$ cat src/rtl/alu_pkg.sv
// Shared opcode map, strobe bit indices and FSM encoding for the ALU op sequencer.
package alu_pkg;

    localparam logic [4:0] OpAdd  = 5'b00011;
    localparam logic [4:0] OpSub  = 5'b00100;
    localparam logic [4:0] OpShr  = 5'b00101;
    localparam logic [4:0] OpShra = 5'b00110;
    localparam logic [4:0] OpShl  = 5'b00111;
    localparam logic [4:0] OpRor  = 5'b01000;
    localparam logic [4:0] OpRol  = 5'b01001;
    localparam logic [4:0] OpAnd  = 5'b01010;
    localparam logic [4:0] OpOr   = 5'b01011;
    localparam logic [4:0] OpMul  = 5'b01111;
    localparam logic [4:0] OpDiv  = 5'b10000;
    localparam logic [4:0] OpNeg  = 5'b10001;
    localparam logic [4:0] OpNot  = 5'b10010;

    localparam int unsigned SelAdd  = 0;
    localparam int unsigned SelSub  = 1;
    localparam int unsigned SelMul  = 2;
    localparam int unsigned SelDiv  = 3;
    localparam int unsigned SelAnd  = 4;
    localparam int unsigned SelOr   = 5;
    localparam int unsigned SelShr  = 6;
    localparam int unsigned SelShra = 7;
    localparam int unsigned SelShl  = 8;
    localparam int unsigned SelRor  = 9;
    localparam int unsigned SelRol  = 10;
    localparam int unsigned SelNeg  = 11;
    localparam int unsigned SelNot  = 12;
    localparam int unsigned NumSel  = 13;

    typedef enum logic [1:0] {
        StIdle = 2'd0,
        StExec = 2'd1,
        StWb   = 2'd2,
        StErr  = 2'd3
    } state_e;

    function automatic logic is_muldiv(input logic [4:0] opcode);
        return (opcode == OpMul) || (opcode == OpDiv);
    endfunction

endpackage

$ cat src/rtl/alu_op_sequencer_if.sv
// Issue, ALU-strobe and writeback signals of the op sequencer; slave is the sequencer side.
interface alu_op_sequencer_if;
    logic        op_valid;
    logic        op_ready;
    logic [4:0]  opcode;
    logic [31:0] ra_val;
    logic [31:0] rb_val;
    logic [31:0] alu_a;
    logic [31:0] alu_b;
    logic [12:0] alu_sel;
    logic [31:0] alu_chigh;
    logic [31:0] alu_clow;
    logic        res_valid;
    logic        res_ready;
    logic [31:0] res_hi;
    logic [31:0] res_lo;
    logic        res_hilo;
    logic        illegal;

    modport master (
        output op_valid, opcode, ra_val, rb_val, alu_chigh, alu_clow, res_ready,
        input  op_ready, alu_a, alu_b, alu_sel, res_valid, res_hi, res_lo, res_hilo, illegal
    );

    modport slave (
        input  op_valid, opcode, ra_val, rb_val, alu_chigh, alu_clow, res_ready,
        output op_ready, alu_a, alu_b, alu_sel, res_valid, res_hi, res_lo, res_hilo, illegal
    );
endinterface

$ cat src/rtl/alu_op_decode.sv
// Combinational opcode decoder: legality, one-hot ALU strobe and MUL/DIV flag.
module alu_op_decode
    import alu_pkg::*;
(
    input  logic [4:0]        opcode_i,
    output logic              legal_o,
    output logic [NumSel-1:0] sel_o,
    output logic              muldiv_o
);

    always_comb begin
        legal_o = 1'b1;
        sel_o   = '0;
        case (opcode_i)
            OpAdd:   sel_o[SelAdd]  = 1'b1;
            OpSub:   sel_o[SelSub]  = 1'b1;
            OpShr:   sel_o[SelShr]  = 1'b1;
            OpShra:  sel_o[SelShra] = 1'b1;
            OpShl:   sel_o[SelShl]  = 1'b1;
            OpRor:   sel_o[SelRor]  = 1'b1;
            OpRol:   sel_o[SelRol]  = 1'b1;
            OpAnd:   sel_o[SelAnd]  = 1'b1;
            OpOr:    sel_o[SelOr]   = 1'b1;
            OpMul:   sel_o[SelMul]  = 1'b1;
            OpDiv:   sel_o[SelDiv]  = 1'b1;
            OpNeg:   sel_o[SelNeg]  = 1'b1;
            OpNot:   sel_o[SelNot]  = 1'b1;
            default: legal_o = 1'b0;
        endcase
    end

    assign muldiv_o = is_muldiv(opcode_i);

endmodule

$ cat src/rtl/alu_op_sequencer.sv
// Issue/capture stage around the combinational ALU: latch operands, strobe one op for a
// settle window, capture the 64-bit result and hand it to writeback.
module alu_op_sequencer
    import alu_pkg::*;
#(
    parameter int unsigned SETTLE_CYCLES = 1,
    parameter int unsigned MULDIV_SETTLE = 4
) (
    input logic               clk,
    input logic               clr_n,
    alu_op_sequencer_if.slave bus
);

    localparam logic [3:0] SettleLoad = 4'(SETTLE_CYCLES - 1);
    localparam logic [3:0] MulDivLoad = 4'(MULDIV_SETTLE - 1);

    state_e      state_q, state_d;
    logic [31:0] y_q, y_d;
    logic [31:0] b_q, b_d;
    logic [63:0] z_q, z_d;
    logic [4:0]  opc_q, opc_d;
    logic [3:0]  cnt_q, cnt_d;
    logic        hilo_q, hilo_d;

    logic              op_ready;
    logic              res_valid;
    logic              illegal;
    logic [NumSel-1:0] alu_sel;

    // One decoder serves both the offered opcode (in IDLE) and the latched one (afterwards).
    logic [4:0]        dec_opc;
    logic              dec_legal;
    logic [NumSel-1:0] dec_sel;
    logic              dec_muldiv;

    assign dec_opc = (state_q == StIdle) ? bus.opcode : opc_q;

    alu_op_decode u_decode (
        .opcode_i (dec_opc),
        .legal_o  (dec_legal),
        .sel_o    (dec_sel),
        .muldiv_o (dec_muldiv)
    );

    always_comb begin
        state_d   = state_q;
        y_d       = y_q;
        b_d       = b_q;
        z_d       = z_q;
        opc_d     = opc_q;
        cnt_d     = cnt_q;
        hilo_d    = hilo_q;
        op_ready  = 1'b0;
        res_valid = 1'b0;
        illegal   = 1'b0;
        alu_sel   = '0;
        case (state_q)
            StIdle: begin
                op_ready = 1'b1;
                if (bus.op_valid) begin
                    y_d     = bus.ra_val;
                    b_d     = bus.rb_val;
                    opc_d   = bus.opcode;
                    cnt_d   = dec_muldiv ? MulDivLoad : SettleLoad;
                    state_d = dec_legal ? StExec : StErr;
                end
            end
            StExec: begin
                alu_sel = dec_sel;
                if (cnt_q == 4'd0) begin
                    z_d     = {bus.alu_chigh, bus.alu_clow};
                    hilo_d  = dec_muldiv;
                    state_d = StWb;
                end else begin
                    cnt_d = cnt_q - 4'd1;
                end
            end
            StWb: begin
                res_valid = 1'b1;
                if (bus.res_ready) begin
                    state_d = StIdle;
                end
            end
            StErr: begin
                illegal = 1'b1;
                state_d = StIdle;
            end
            default: state_d = StIdle;
        endcase
    end

    always_ff @(posedge clk or negedge clr_n) begin
        if (!clr_n) begin
            state_q <= StIdle;
            y_q     <= '0;
            b_q     <= '0;
            z_q     <= '0;
            opc_q   <= '0;
            cnt_q   <= '0;
            hilo_q  <= 1'b0;
        end else begin
            state_q <= state_d;
            y_q     <= y_d;
            b_q     <= b_d;
            z_q     <= z_d;
            opc_q   <= opc_d;
            cnt_q   <= cnt_d;
            hilo_q  <= hilo_d;
        end
    end

    assign bus.op_ready  = op_ready;
    assign bus.alu_a     = y_q;
    assign bus.alu_b     = b_q;
    assign bus.alu_sel   = alu_sel;
    assign bus.res_valid = res_valid;
    assign bus.res_hi    = z_q[63:32];
    assign bus.res_lo    = z_q[31:0];
    assign bus.res_hilo  = hilo_q;
    assign bus.illegal   = illegal;

endmodule

$ cat src/flat_wrapper.sv
// flat-port wrapper written by rule: the top's interface ports become plain ports
module alu_op_sequencer_flat import alu_pkg::*;
#(
    parameter int unsigned SETTLE_CYCLES = 1,
    parameter int unsigned MULDIV_SETTLE = 4
)
  (clk, clr_n, bus_op_valid, bus_opcode, bus_ra_val, bus_rb_val, bus_alu_chigh, bus_alu_clow, bus_res_ready, bus_op_ready, bus_alu_a, bus_alu_b, bus_alu_sel, bus_res_valid, bus_res_hi, bus_res_lo, bus_res_hilo, bus_illegal);
  alu_op_sequencer_if bus_i ();
  input logic clk;
  input logic clr_n;
  input wire logic [$bits(bus_i.op_valid)-1:0] bus_op_valid;
  input wire logic [$bits(bus_i.opcode)-1:0] bus_opcode;
  input wire logic [$bits(bus_i.ra_val)-1:0] bus_ra_val;
  input wire logic [$bits(bus_i.rb_val)-1:0] bus_rb_val;
  input wire logic [$bits(bus_i.alu_chigh)-1:0] bus_alu_chigh;
  input wire logic [$bits(bus_i.alu_clow)-1:0] bus_alu_clow;
  input wire logic [$bits(bus_i.res_ready)-1:0] bus_res_ready;
  output wire logic [$bits(bus_i.op_ready)-1:0] bus_op_ready;
  output wire logic [$bits(bus_i.alu_a)-1:0] bus_alu_a;
  output wire logic [$bits(bus_i.alu_b)-1:0] bus_alu_b;
  output wire logic [$bits(bus_i.alu_sel)-1:0] bus_alu_sel;
  output wire logic [$bits(bus_i.res_valid)-1:0] bus_res_valid;
  output wire logic [$bits(bus_i.res_hi)-1:0] bus_res_hi;
  output wire logic [$bits(bus_i.res_lo)-1:0] bus_res_lo;
  output wire logic [$bits(bus_i.res_hilo)-1:0] bus_res_hilo;
  output wire logic [$bits(bus_i.illegal)-1:0] bus_illegal;
  assign bus_i.op_valid = bus_op_valid;
  assign bus_i.opcode = bus_opcode;
  assign bus_i.ra_val = bus_ra_val;
  assign bus_i.rb_val = bus_rb_val;
  assign bus_i.alu_chigh = bus_alu_chigh;
  assign bus_i.alu_clow = bus_alu_clow;
  assign bus_i.res_ready = bus_res_ready;
  assign bus_op_ready = bus_i.op_ready;
  assign bus_alu_a = bus_i.alu_a;
  assign bus_alu_b = bus_i.alu_b;
  assign bus_alu_sel = bus_i.alu_sel;
  assign bus_res_valid = bus_i.res_valid;
  assign bus_res_hi = bus_i.res_hi;
  assign bus_res_lo = bus_i.res_lo;
  assign bus_res_hilo = bus_i.res_hilo;
  assign bus_illegal = bus_i.illegal;
  alu_op_sequencer #(.SETTLE_CYCLES(SETTLE_CYCLES), .MULDIV_SETTLE(MULDIV_SETTLE)) u_core (.clk(clk), .clr_n(clr_n), .bus(bus_i));
endmodule
$ cat config.mk
export PLATFORM = sky130hd
export DESIGN_NAME = alu_op_sequencer_flat
export DESIGN_NICKNAME = d
export VERILOG_FILES = /design/src/rtl/alu_pkg.sv /design/src/rtl/alu_op_sequencer_if.sv /design/src/rtl/alu_op_decode.sv /design/src/rtl/alu_op_sequencer.sv /design/src/flat_wrapper.sv
export SDC_FILE = /design/constraint.sdc
export NUM_CORES = 1
export LEC_CHECK = 0
export CORE_ASPECT_RATIO = 0.9
export CORE_MARGIN = 5
export CORE_UTILIZATION = 41
export DETAILED_ROUTE_END_ITERATION = 8
export HOLD_SLACK_MARGIN = 0.1
export PLACE_DENSITY_LB_ADDON = 0.1
export SYNTH_ARGS = -nofsm -noshare
export SYNTH_HDL_FRONTEND = slang
export SYNTH_SLANG_ARGS = --single-unit
$ cat constraint.sdc
create_clock -name clk -period 4 [get_ports clk]
set_input_delay 1.2 -clock clk [delete_from_list [all_inputs] [get_ports clk]]
set_output_delay 1.2 -clock clk [all_outputs]
set_load 0.005 [all_outputs]
After elaboration in Yosys (flattened, before gate mapping)
Cells that the tools add are included.
Widths: inputs -> output; s select.
{ "word_totals": {"register_bits": 140, "word_cells": 65, "output_inout_bits": 145} }
{ "op_classes": {"n_reduce_logical": 9, "muxes": 28, "n_addsub": 1, "n_eq_ne": 20} }
{ "ops": {"columns": ["operator", "n"], "rows": [
  ["$eq 5x4->1 const B", 5],
  ["$eq 5x3->1 const B", 4],
  ["$mux 1", 17],
  ["$eq 5x5->1 const B", 3],
  ["$mux 13", 1],
  ["$reduce_or 13->1", 1],
  ["$mux 2", 5],
  ["$mux 4", 2],
  ["$pmux 2 s4", 1],
  ["$pmux 4 s2", 1],
  ["$ne 2x2->1 const B", 3],
  ["$reduce_and 3->1", 2],
  ["$eq 5x2->1 const B", 1],
  ["$mux 5", 1],
  ["$eq 2x2->1 const B", 2],
  ["$logic_not 4->1", 1],
  ["$reduce_and 2->1", 2],
  ["$sub 4x1->4 const B", 1],
  ["$eq 2x1->1 const B", 1],
  ["$logic_not 2->1", 1],
  ["$ne 2x1->1 const B", 1],
  ["$reduce_bool 2->1", 1],
  ["$logic_or 1x1->1", 1]
]} }

Logic depth before layout (Yosys ltp)
Gate-level depths: netlist (run 1).
{ "depth": {"depth_word": 8, "mapped_depth": 8, "mapped_depth_nobuf": 6} }

Hierarchy
A second synthesis (run 1) with hierarchy kept.
{ "hier_totals": {"cells_unflattened": 374, "hier_area_um2": 5893.2} }
{ "modules_own_cells": {"columns": ["mod", "area_per_inst_um2", "n_inst", "cells_per_inst"], "rows": [
  ["alu_op_sequencer", 5740.5, 1, 345],
  ["alu_op_decode", 152.6, 1, 29]
]} }

Least setup slack after synthesis (run 1)
OpenSTA, ideal clock, no wires.
{ "synth_timing": {"kind": "input to output", "startpoint": "in bus_opcode[3]", "endpoint": "out bus_alu_sel[1]", "required_ns": 2.800, "stages": 4, "arrival_time_ns": 2.099, "path_slack_ns": 0.701, "path_cell_list": "or4b_1 -> o21ai_1 -> nand2_1 -> nor2_1"} }
{ "synth_via": {"elab_chain_len": 4} }
{ "synth_lines": {"columns": ["item", "line", "rtl"], "rows": [
  ["start, declared", "flat_wrapper.sv:12", "input wire logic [$bits(bus_i.opcode)-1:0] bus_opcode;"],
  ["$mux 5", "alu_op_sequencer.sv:36", "assign dec_opc = (state_q == StIdle) ? bus.opcode : opc_q;"],
  ["$eq 5x3->1", "alu_op_decode.sv:14", "case (opcode_i)"],
  ["$mux 1", "alu_op_decode.sv:14", null],
  ["$mux 13", "alu_op_sequencer.sv:57", "case (state_q)"],
  ["end, declared", "flat_wrapper.sv:21", "output wire logic [$bits(bus_i.alu_sel)-1:0] bus_alu_sel;"]
]} }
Every way passes these cells.

Worst setup path in the final report (run 1)
{ "layout_timing": {"startpoint": "in bus_opcode[2]", "endpoint": "out bus_alu_sel[5]"} }
{ "layout_via": {"elab_chain_len": 4} }
{ "layout_lines": {"columns": ["item", "line"], "rows": [
  ["$mux 5", "alu_op_sequencer.sv:36"],
  ["$eq 5x4->1", "alu_op_decode.sv:14"],
  ["$mux 1", "alu_op_decode.sv:14"],
  ["$mux 13", "alu_op_sequencer.sv:57"]
]} }
Every way passes these cells.

==> results of run 1 <==
what timing repair did:
action                                  CTS  global route
pin swaps                                 1             2
resized for setup                        11             7
cloned                                    0             0
endpoints found under the setup margin    8             5
setup buffers                             2             1
hold endpoints to repair                  0             0
logic make-up (layout without fill, tap and decap cells):
logic type | count (synthesis) | after routing | synth area share (%)
and+or+nand+nor | 261 | 261 | 19.3
DFF | 140 | 140 | 61.0
muxes | 66 | 66 | 13.0
buffers and inverters | 29 | 331 | 2.88
AOI/OAI and AO/OA | 27 | 27 | 3.27
xor gates and xnor gates | 2 | 2 | 0.305
adders and majority gates | 1 | 1 | 0.218
other | 0 | 1 | 0
state kept, by name, summed over array words and instances, names as in the netlist:
register	flops
u_core.opc_q	5
u_core.bus.alu_a	32
u_core.cnt_q	4
u_core.bus.res_hilo	1
u_core.state_q	2
u_core.bus.alu_b	32
u_core.z_q	64
cells in the final DEF, fill, tap and decap left out, types with 2 or more instances in the layout:
cell type        netlist  layout
clkinv_2               0       6
bufinv_16              0       3
a21oi_1                7       7
dlygate4sd2_1          0       6
o21ai_0                5       5
nand2b_4               1       2
nand2_2                0       3
dlymetal6s2s_1         0       3
clkdlybuf4s50_1        0     271
clkbuf_16              0      17
mux2_2                47      47
nand2_1              217     214
nor2_1                15      15
nor3_1                 2       2
buf_4                  1      14
inv_1                  3       3
dfrtp_1              140     140
o211ai_1               2       2
nor2b_1                5       4
clkbuf_1              12       2
nor3b_1                4       4
or4b_4                 0       2
nand2b_1               3       2
mux2_1                17      17
xnor2_1                2       2
o21a_1                 2       2
critical path: stages:
cell             delay, ns
dlygate4sd2_1         0.27
or4b_4                0.49
o21ai_2               0.09
nor2b_1               0.15
clkdlybuf4s50_1       0.51
power breakdown:
group	switching, W	internal [W]
clock	0.000588	0.000993
combinational	0.00121	0.00190
sequential	0.000444	0.00212
total	0.00224	0.00501
path summary, 6_finish.rpt:
kind / end / cells after the start / startpoint
setup / recovery: bus_alu_sel[5] / 5 / bus_opcode[2]
hold / removal: u_core.bus.alu_b[22] / 2 / u_core.bus.alu_b[22]
setup reg to reg: u_core.z_q[49] / 4 / u_core.state_q[1]
hold reg to reg: u_core.bus.alu_b[22] / 2 / u_core.bus.alu_b[22]
max in group asynchronous: u_core.opc_q[2] / 2 / clr_n
min in group asynchronous: u_core.opc_q[3] / 1 / clr_n
routing by layer:
metal | vias to the layer above | GRT usage [%]
met5 | - | 0
met4 | 0 | 7.95
met3 | 28 | 9.92
met2 | 189 | 36.2
met1 | 2302 | 22.9
li1 | 2275 | -
final cells by class:
type / instances / share of cell area [%]
clock buffer: 20 / 4.76
multi-input combinational: 357 / 22.6
inverter: 3 / 0.120
sequential: 140 / 37.3
clock inverter: 12 / 1.55
timing repair buffer: 296 / 31.3
antenna: 1 / 0.0267
tap: 172 / 2.29
through the flow:
step	hold WS [ns]	worst slack (ns)	setup TNS (ns)
5_1_grt	0.487	0.00501	0
4_1_cts	0.476	-0.00210	-0.00210
2_1_floorplan	0.470	0.701	0
3_5_place_dp	0.461	-0.340	-2.25
3_3_place_gp	0.457	-0.297	-2.00
6_report	0.470	0.0839	0
==> results.sh, run 1 <==
export IMPL_synth_most_common_cell="nand2_1"
export IMPL_final_util_pct=67.7
export IMPL_drt_met1_wl_um=6280
export IMPL_async_flop_share_pct=100
export IMPL_antenna_found_initial=1
export IMPL_setup_viol=0
export IMPL_fin_cells=1001
export IMPL_synthCells=526
export IMPL_power_leakage_nw=4.29
export IMPL_rsz0062_at_grt="no"
export IMPL_seq_area_um2=3500
export IMPL_io_buffers=281
export IMPL_path_max_fanout=4
export IMPL_cts_max_level=4
export IMPL_vias=4794
export IMPL_initial_core_util_pct=41.4
export IMPL_finalHoldViolCount=0
export IMPL_postCtsHoldBufs=0
export IMPL_routedWlPerCell_um=17.2
export IMPL_first_pass_iters=4
export IMPL_cts_sinks=140
export IMPL_dp_cells=965
export IMPL_yosys_top_cells_area="dfrtp_1 (61%), nand2_1 (14%), mux2_2 (9.2%), mux2_1 (3.3%), buf_6 (1.2%)"
export IMPL_worstHoldPathType="reg -> reg"
export IMPL_placed_area_um2=8720
export IMPL_relSlewSlack_pct=55.0
export IMPL_root_buffer="clkbuf_16"
export IMPL_slew_violations=0
export IMPL_clock_skew_final_ns=0.0133
export IMPL_ys_flop_type="dfrtp_1"
export IMPL_ys_warn_count=0
export IMPL_vdd_drop_max_v=0.000442
export IMPL_crit_path_end_kind="output port"
export IMPL_first_global_vias=5227
export IMPL_die_w_um=135
export IMPL_synth_edf_count=0
export IMPL_wl_um=17200
export IMPL_grt_pass1_wl_um=26900
export IMPL_seq_area_frac_synth_pct=61.0
export IMPL_synth_top_cell_area_share_pct=61.0
export IMPL_rows=41
export IMPL_tritoncts="done"
export IMPL_met2_wirelength_um=8660
export IMPL_filler_cell_count=1079
export IMPL_clkLatencyLatePin_ns=0.41
export IMPL_multi_input_area_um2=2120
export IMPL_avgSynthCellArea_um2=10.9
export IMPL_cts_path_max_buffers=2
export IMPL_status="completed"
export IMPL_grt_max_degree=73
export IMPL_ios=282
export IMPL_area_growth_pct=63.4
export IMPL_drc=0
export IMPL_power_w=0.00725
export IMPL_dpl_hpwl_um=12800
export IMPL_path_clk_slew_ns=0.05
export IMPL_die_h_um=122
export IMPL_core_um2=13900
export IMPL_critical_path_class="in -> out"
export IMPL_fmax_mhz=255
export IMPL_worstMarginPinSlew_ns=0.676
export IMPL_synthTopCellsByCount="nand2_1 (217), dfrtp_1 (140), mux2_2 (47), mux2_1 (17), nor2_1 (15)"
export IMPL_cts_buffers_inserted=17
export IMPL_cap_violations=0
export IMPL_synth_seq_cells=140
export IMPL_synth_largest_area_cell="dfrtp_1"
export IMPL_wl_met3_um=1810
export IMPL_cp_start_kind="primary input"
export IMPL_layout_nets=953
export IMPL_antenna_left=0
export IMPL_min_period_ns=3.92
export IMPL_worstPathArrival_ns=2.72
export IMPL_fin_crit_sh_pct=97.9
export IMPL_dieArea_um2=16500
export IMPL_stdcell_area_um2=9380
export IMPL_critPathRequiredTime_ns=2.80
export IMPL_drt_iter0_markers=206
export IMPL_syn_nets=664
export IMPL_grt_use_total_pct=21.1
export IMPL_synth_distinct_cells=47
export IMPL_top_layer="met4"
export IMPL_viasPerCell=4.79
export IMPL_drive_gt1_share_pct=13.6
export IMPL_gp_congestion=0.830
export IMPL_syn_cell_area_um2=5740
export IMPL_power_density_nw_per_um2=773
export IMPL_reg2reg_slack_ns=1.45
export IMPL_grt_remaining_overflow=0
Power figures use the tool's default switching activity.
==> run 2, diff against run 1 <==
CORE_MARGIN = 4   (was 5)
==> run 2 against run 1 <==
Compared with the run above:
- fmax fell by 0.29%
- clock power rose by 6%
- first-iteration DRC count fell by 3.4%
- routed wire length fell by 0.77%
- highest routed layer unchanged
- sequential share of layout area fell by 0.18 points
- design area rose by 0.48%
- largest power group unchanged
- sequential power barely moved
- worst hold slack improved by 0.0026 ns
- critical endpoint is now bus_alu_sel[8]
- worst setup slack got worse by 0.011 ns
- utilization rose by 2.0 points
- register-to-register slack improved by 0.29 ns
==> results.sh, run 2 (synthesis results as in run 1) <==
export IMPL_status="completed"
export IMPL_multi_input_area_um2=2130
export IMPL_cp_start_kind="primary input"
export IMPL_relSlewSlack_pct=44.6
export IMPL_clock_skew_final_ns=0.00759
export IMPL_root_buffer="clkbuf_16"
export IMPL_tritoncts="done"
export IMPL_power_density_nw_per_um2=783
export IMPL_die_w_um=133
export IMPL_fmax_mhz=255
export IMPL_final_util_pct=69.8
export IMPL_grt_pass1_wl_um=26900
export IMPL_dieArea_um2=16000
export IMPL_initial_core_util_pct=42.5
export IMPL_finalHoldViolCount=0
export IMPL_postCtsHoldBufs=0
export IMPL_area_growth_pct=64.2
export IMPL_power_w=0.00738
export IMPL_path_clk_slew_ns=0.06
export IMPL_cts_sinks=140
export IMPL_power_leakage_nw=4.28
export IMPL_layout_common_cells="clkdlybuf4s50_1 (272), nand2_1 (213), dfrtp_1 (140)"
export IMPL_first_pass_iters=4
export IMPL_vias=4803
export IMPL_first_global_vias=5234
export IMPL_drc=0
export IMPL_rsz0062_at_grt="no"
export IMPL_cts_buffers_inserted=17
export IMPL_die_h_um=120
export IMPL_setup_viol=0
export IMPL_antenna_left=0
export IMPL_drive_gt1_share_pct=14.1
export IMPL_drt_iter0_markers=199
export IMPL_grt_remaining_overflow=0
export IMPL_ios=282
export IMPL_pre_cts_slack_ns=-0.305
export IMPL_setup_ws_ns=0.0726
export IMPL_min_period_ns=3.93
export IMPL_r2r_start="u_core.state_q[1]"
export IMPL_seq_area_um2=3500
export IMPL_worstHoldPathType="reg -> reg"
export IMPL_cts_max_level=4
export IMPL_path_max_fanout=3
export IMPL_wl_um=17100
export IMPL_critPathRequiredTime_ns=2.80
export IMPL_cts_path_max_buffers=2
export IMPL_critical_path_class="in -> out"
export IMPL_worstPathArrival_ns=2.73
export IMPL_grt_use_total_pct=21.6
export IMPL_viasPerCell=4.82
export IMPL_layout_nets=953
export IMPL_grt_max_degree=67
export IMPL_slew_violations=0
export IMPL_vdd_drop_max_v=0.000454
export IMPL_final_common_cell="clkdlybuf4s50_1"
export IMPL_gp_congestion=0.909
export IMPL_largest_reg_flops=64
export IMPL_worstMarginPinSlew_ns=0.831
export IMPL_dpl_hpwl_um=12700
export IMPL_rows=40
export IMPL_n_antenna_cell=0
export IMPL_hp_start="u_core.bus.alu_a[21]"
export IMPL_filler_cell_count=983
export IMPL_clkLatencyLatePin_ns=0.41
export IMPL_critPathLaunch="bus_opcode[3]"
export IMPL_routedWlPerCell_um=17.1
export IMPL_fin_crit_sh_pct=98.2
export IMPL_antenna_found_initial=0
export IMPL_core_um2=13500
export IMPL_crit_path_end_kind="output port"
export IMPL_io_buffers=281
export IMPL_cap_violations=0
export IMPL_top_register="u_core.z_q"
## run 2: cell types whose count changed in the layout (fill, tap and decap cells not counted), sizes merged
cell,delta
clkinv,-3
dlymetal6s2s,-2
bufinv,+1
clkbuf,+1
clkdlybuf4s15,+1
clkdlybuf4s50,+1
clkinvlp,+1
diode,-1
## run 2: cell type report
type                    instances  share of cell area [%]
flip-flops and latches        140                    37.2
well taps                     168                    2.23
clock inverters                11                    1.74
multi-input cells             357                    22.6
inverters                       3                   0.119
clock buffers                  21                    4.99
repair buffers                296                    31.1
## run 2: final timing paths
path                                        end  slack [ns]  cells after the start
min                        u_core.bus.alu_a[21]        0.47                      2
min in group asynchronous       u_core.opc_q[2]        0.76                      1
max in group asynchronous        u_core.z_q[39]        2.42                      2
max                              bus_alu_sel[8]        0.07                      5
max reg2reg                      u_core.z_q[46]        1.74                      4
min reg2reg                u_core.bus.alu_a[21]        0.47                      2
## run 2: metrics by stage
stage	hold slack, ns	instance area (um2)	TNS (ns)	instances
after floorplan	0.470	5740	0	526
after global placement	0.457	8730	-1.99	963
after detailed placement	0.461	8730	-2.12	963
after CTS	0.475	9380	-0.0256	996
after global routing	0.495	9430	0	996
final	0.473	9430	0	996
## run 2: worst max-delay path, stage by stage
cell	delay, ns
dlygate4sd2_1	0.26
or4b_4	0.52
o21ai_4	0.09
nor2b_1	0.15
clkdlybuf4s50_1	0.51
## run 2: where the power goes
part           internal [W]  leakage (nW)  switching [W]
clock network       0.00109         0.309       0.000585
logic               0.00190          2.28        0.00124
registers           0.00212          1.69       0.000441
## run 2: timing repair
action	CTS	global route
pin swaps	2	3
setup endpoints to repair	8	4
gates resized for setup	12	10
buffers inserted	1	0
gates cloned	0	0
## run 2: layer usage
metal / wire length, um / global-route usage (%)
met4: 459 / 8.31
met3: 1560 / 9.94
met5: 0 / 0
met2: 8750 / 38.2
met1: 6290 / 22.5
==> run 3, diff against run 2 <==
CAP_MARGIN = 30   (was unset)
SKIP_LAST_GASP = 1   (was unset)
==> run 3 against run 2 <==
Compared with the run above:
- first-iteration DRC count grew 3.0%
- highest routed layer unchanged
- flip-flop and latch count stayed put
- clock skew barely moved
- global-route usage is the same
- fmax fell by 1.3%
- via count rose by 0.40%
- register-to-register slack is essentially flat
- critical path depth is 1 higher
- utilization is essentially flat
- design area is essentially flat
- die area unchanged
==> results.sh, run 3 (synthesis results as in run 1) <==
export IMPL_status="completed"
export IMPL_clkLatencyLatePin_ns=0.41
export IMPL_final_util_pct=69.7
export IMPL_cts_path_max_buffers=2
export IMPL_power_w=0.00737
export IMPL_worstPathArrival_ns=2.78
export IMPL_finalHoldViolCount=0
export IMPL_top_register="u_core.z_q"
export IMPL_dieArea_um2=16000
export IMPL_fin_crit_sh_pct=99.4
export IMPL_worstHoldPathType="reg -> reg"
export IMPL_cp_start_kind="primary input"
export IMPL_vias=4822
export IMPL_dpl_hpwl_um=12700
export IMPL_antenna_found_initial=0
export IMPL_slew_violations=0
export IMPL_n_antenna_cell=0
export IMPL_setup_tns_ns=0
export IMPL_drc=0
export IMPL_antenna_left=0
export IMPL_cp_slowest_stage_delay_ns=0.52
export IMPL_cts_buffers_inserted=17
export IMPL_grt_use_total_pct=21.6
export IMPL_initial_core_util_pct=42.5
export IMPL_power_density_nw_per_um2=783
export IMPL_cap_violations=0
export IMPL_cts_max_level=4
export IMPL_gp_congestion=0.909
export IMPL_fin_cells=996
export IMPL_clock_skew_final_ns=0.00746
export IMPL_drive_gt1_share_pct=14.3
export IMPL_largest_reg_flops=64
export IMPL_layout_nets=953
export IMPL_wl_um=17100
export IMPL_filler_cell_count=982
export IMPL_die_w_um=133
export IMPL_critical_path_class="in -> out"
export IMPL_core_um2=13500
export IMPL_die_h_um=120
export IMPL_critPathRequiredTime_ns=2.80
export IMPL_grt_remaining_overflow=0
export IMPL_crit_path_end_kind="output port"
export IMPL_dp_cells=963
export IMPL_setup_viol=0
export IMPL_cts_sinks=140
export IMPL_worstMarginPinSlew_ns=0.837
export IMPL_routedWlPerCell_um=17.1
export IMPL_cp_slowest_cell="or4b_4"
export IMPL_vdd_drop_max_v=0.000454
export IMPL_relSlewSlack_pct=44.2
export IMPL_io_buffers=281
export IMPL_rows=40
export IMPL_first_global_vias=5234
export IMPL_min_period_ns=3.98
export IMPL_path_max_fanout=4
export IMPL_rsz0062_at_grt="yes"
export IMPL_first_pass_iters=4
export IMPL_grt_max_degree=67
export IMPL_drt_iter0_markers=205
export IMPL_viasPerCell=4.84
export IMPL_path_clk_slew_ns=0.06
export IMPL_area_growth_pct=64.2
export IMPL_power_leakage_nw=4.27
export IMPL_crit_chain="dlygate4sd2_1 -> or4b_4 -> o21ai_4 -> nand2_2 -> nor2_2 -> clkdlybuf4s50_1"
export IMPL_tritoncts="done"
export IMPL_layout_common_cells="clkdlybuf4s50_1 (273), nand2_1 (213), dfrtp_1 (140)"
export IMPL_ios=282
export IMPL_root_buffer="clkbuf_16"
export IMPL_final_common_cell="clkdlybuf4s50_1"
export IMPL_fmax_mhz=251
export IMPL_grt_pass1_wl_um=26900
run 3: worst paths after layout:
kind	from	endpoint	slack, ns	cells after the start
setup / recovery	bus_opcode[3]	bus_alu_sel[6]	0.02	6
hold / removal	u_core.bus.alu_a[21]	u_core.bus.alu_a[21]	0.47	2
setup reg to reg	u_core.state_q[1]	u_core.z_q[46]	1.73	4
hold reg to reg	u_core.bus.alu_a[21]	u_core.bus.alu_a[21]	0.47	2
max in group asynchronous	clr_n	u_core.z_q[39]	2.43	2
min in group asynchronous	clr_n	u_core.opc_q[2]	0.77	1
run 3: cell type report:
| cell class | count | area [um2] | share of cell area (%) |
|---|---|---|---|
| multi-input combinational | 357 | 2130 | 22.6 |
| clock buffer | 21 | 470 | 4.99 |
| clock inverter | 11 | 164 | 1.74 |
| sequential | 140 | 3500 | 37.2 |
| inverter | 3 | 11.3 | 0.120 |
| timing repair buffer | 296 | 2940 | 31.2 |
| tap | 168 | 210 | 2.23 |
run 3: power breakdown:
| group | switching, W | internal (W) | leakage, nW | total [W] |
|---|---|---|---|---|
| logic | 0.00124 | 0.00190 | 2.27 | 0.00314 |
| clock network | 0.000586 | 0.00109 | 0.309 | 0.00168 |
| registers | 0.000441 | 0.00212 | 1.69 | 0.00256 |
| total | 0.00226 | 0.00511 | 4.27 | 0.00737 |
run 3: what timing repair did:
action	in CTS	in global routing
resized for setup	11	10
endpoints found under the hold margin	0	0
hold buffers	0	0
setup endpoints to repair	8	5
pin swaps	2	2
buffers inserted	1	0
run 3: worst max-delay path: cells and delay by family:
kind | cells | cell delay [ns]
AO/OA/AOI/OAI | 1 | 0.09
buffers and inverters | 2 | 0.76
AND/OR/NAND/NOR | 3 | 0.73
run 3: metal layers:
metal,track usage (%),up-vias,routed length [um]
li1,-,2287,-
met1,22.5,2318,6220
met2,38.2,188,8830
met3,9.94,29,1590
met4,8.31,0,428
met5,0,-,0
run 3: metrics by stage:
step	area [um2]	hold slack, ns	worst slack, ns
floorplan	5740	0.470	0.701
global placement	8730	0.457	-0.294
detailed placement	8730	0.461	-0.305
CTS	9380	0.475	-0.0256
global route	9420	0.495	-0.0431
finish	9420	0.473	0.0222
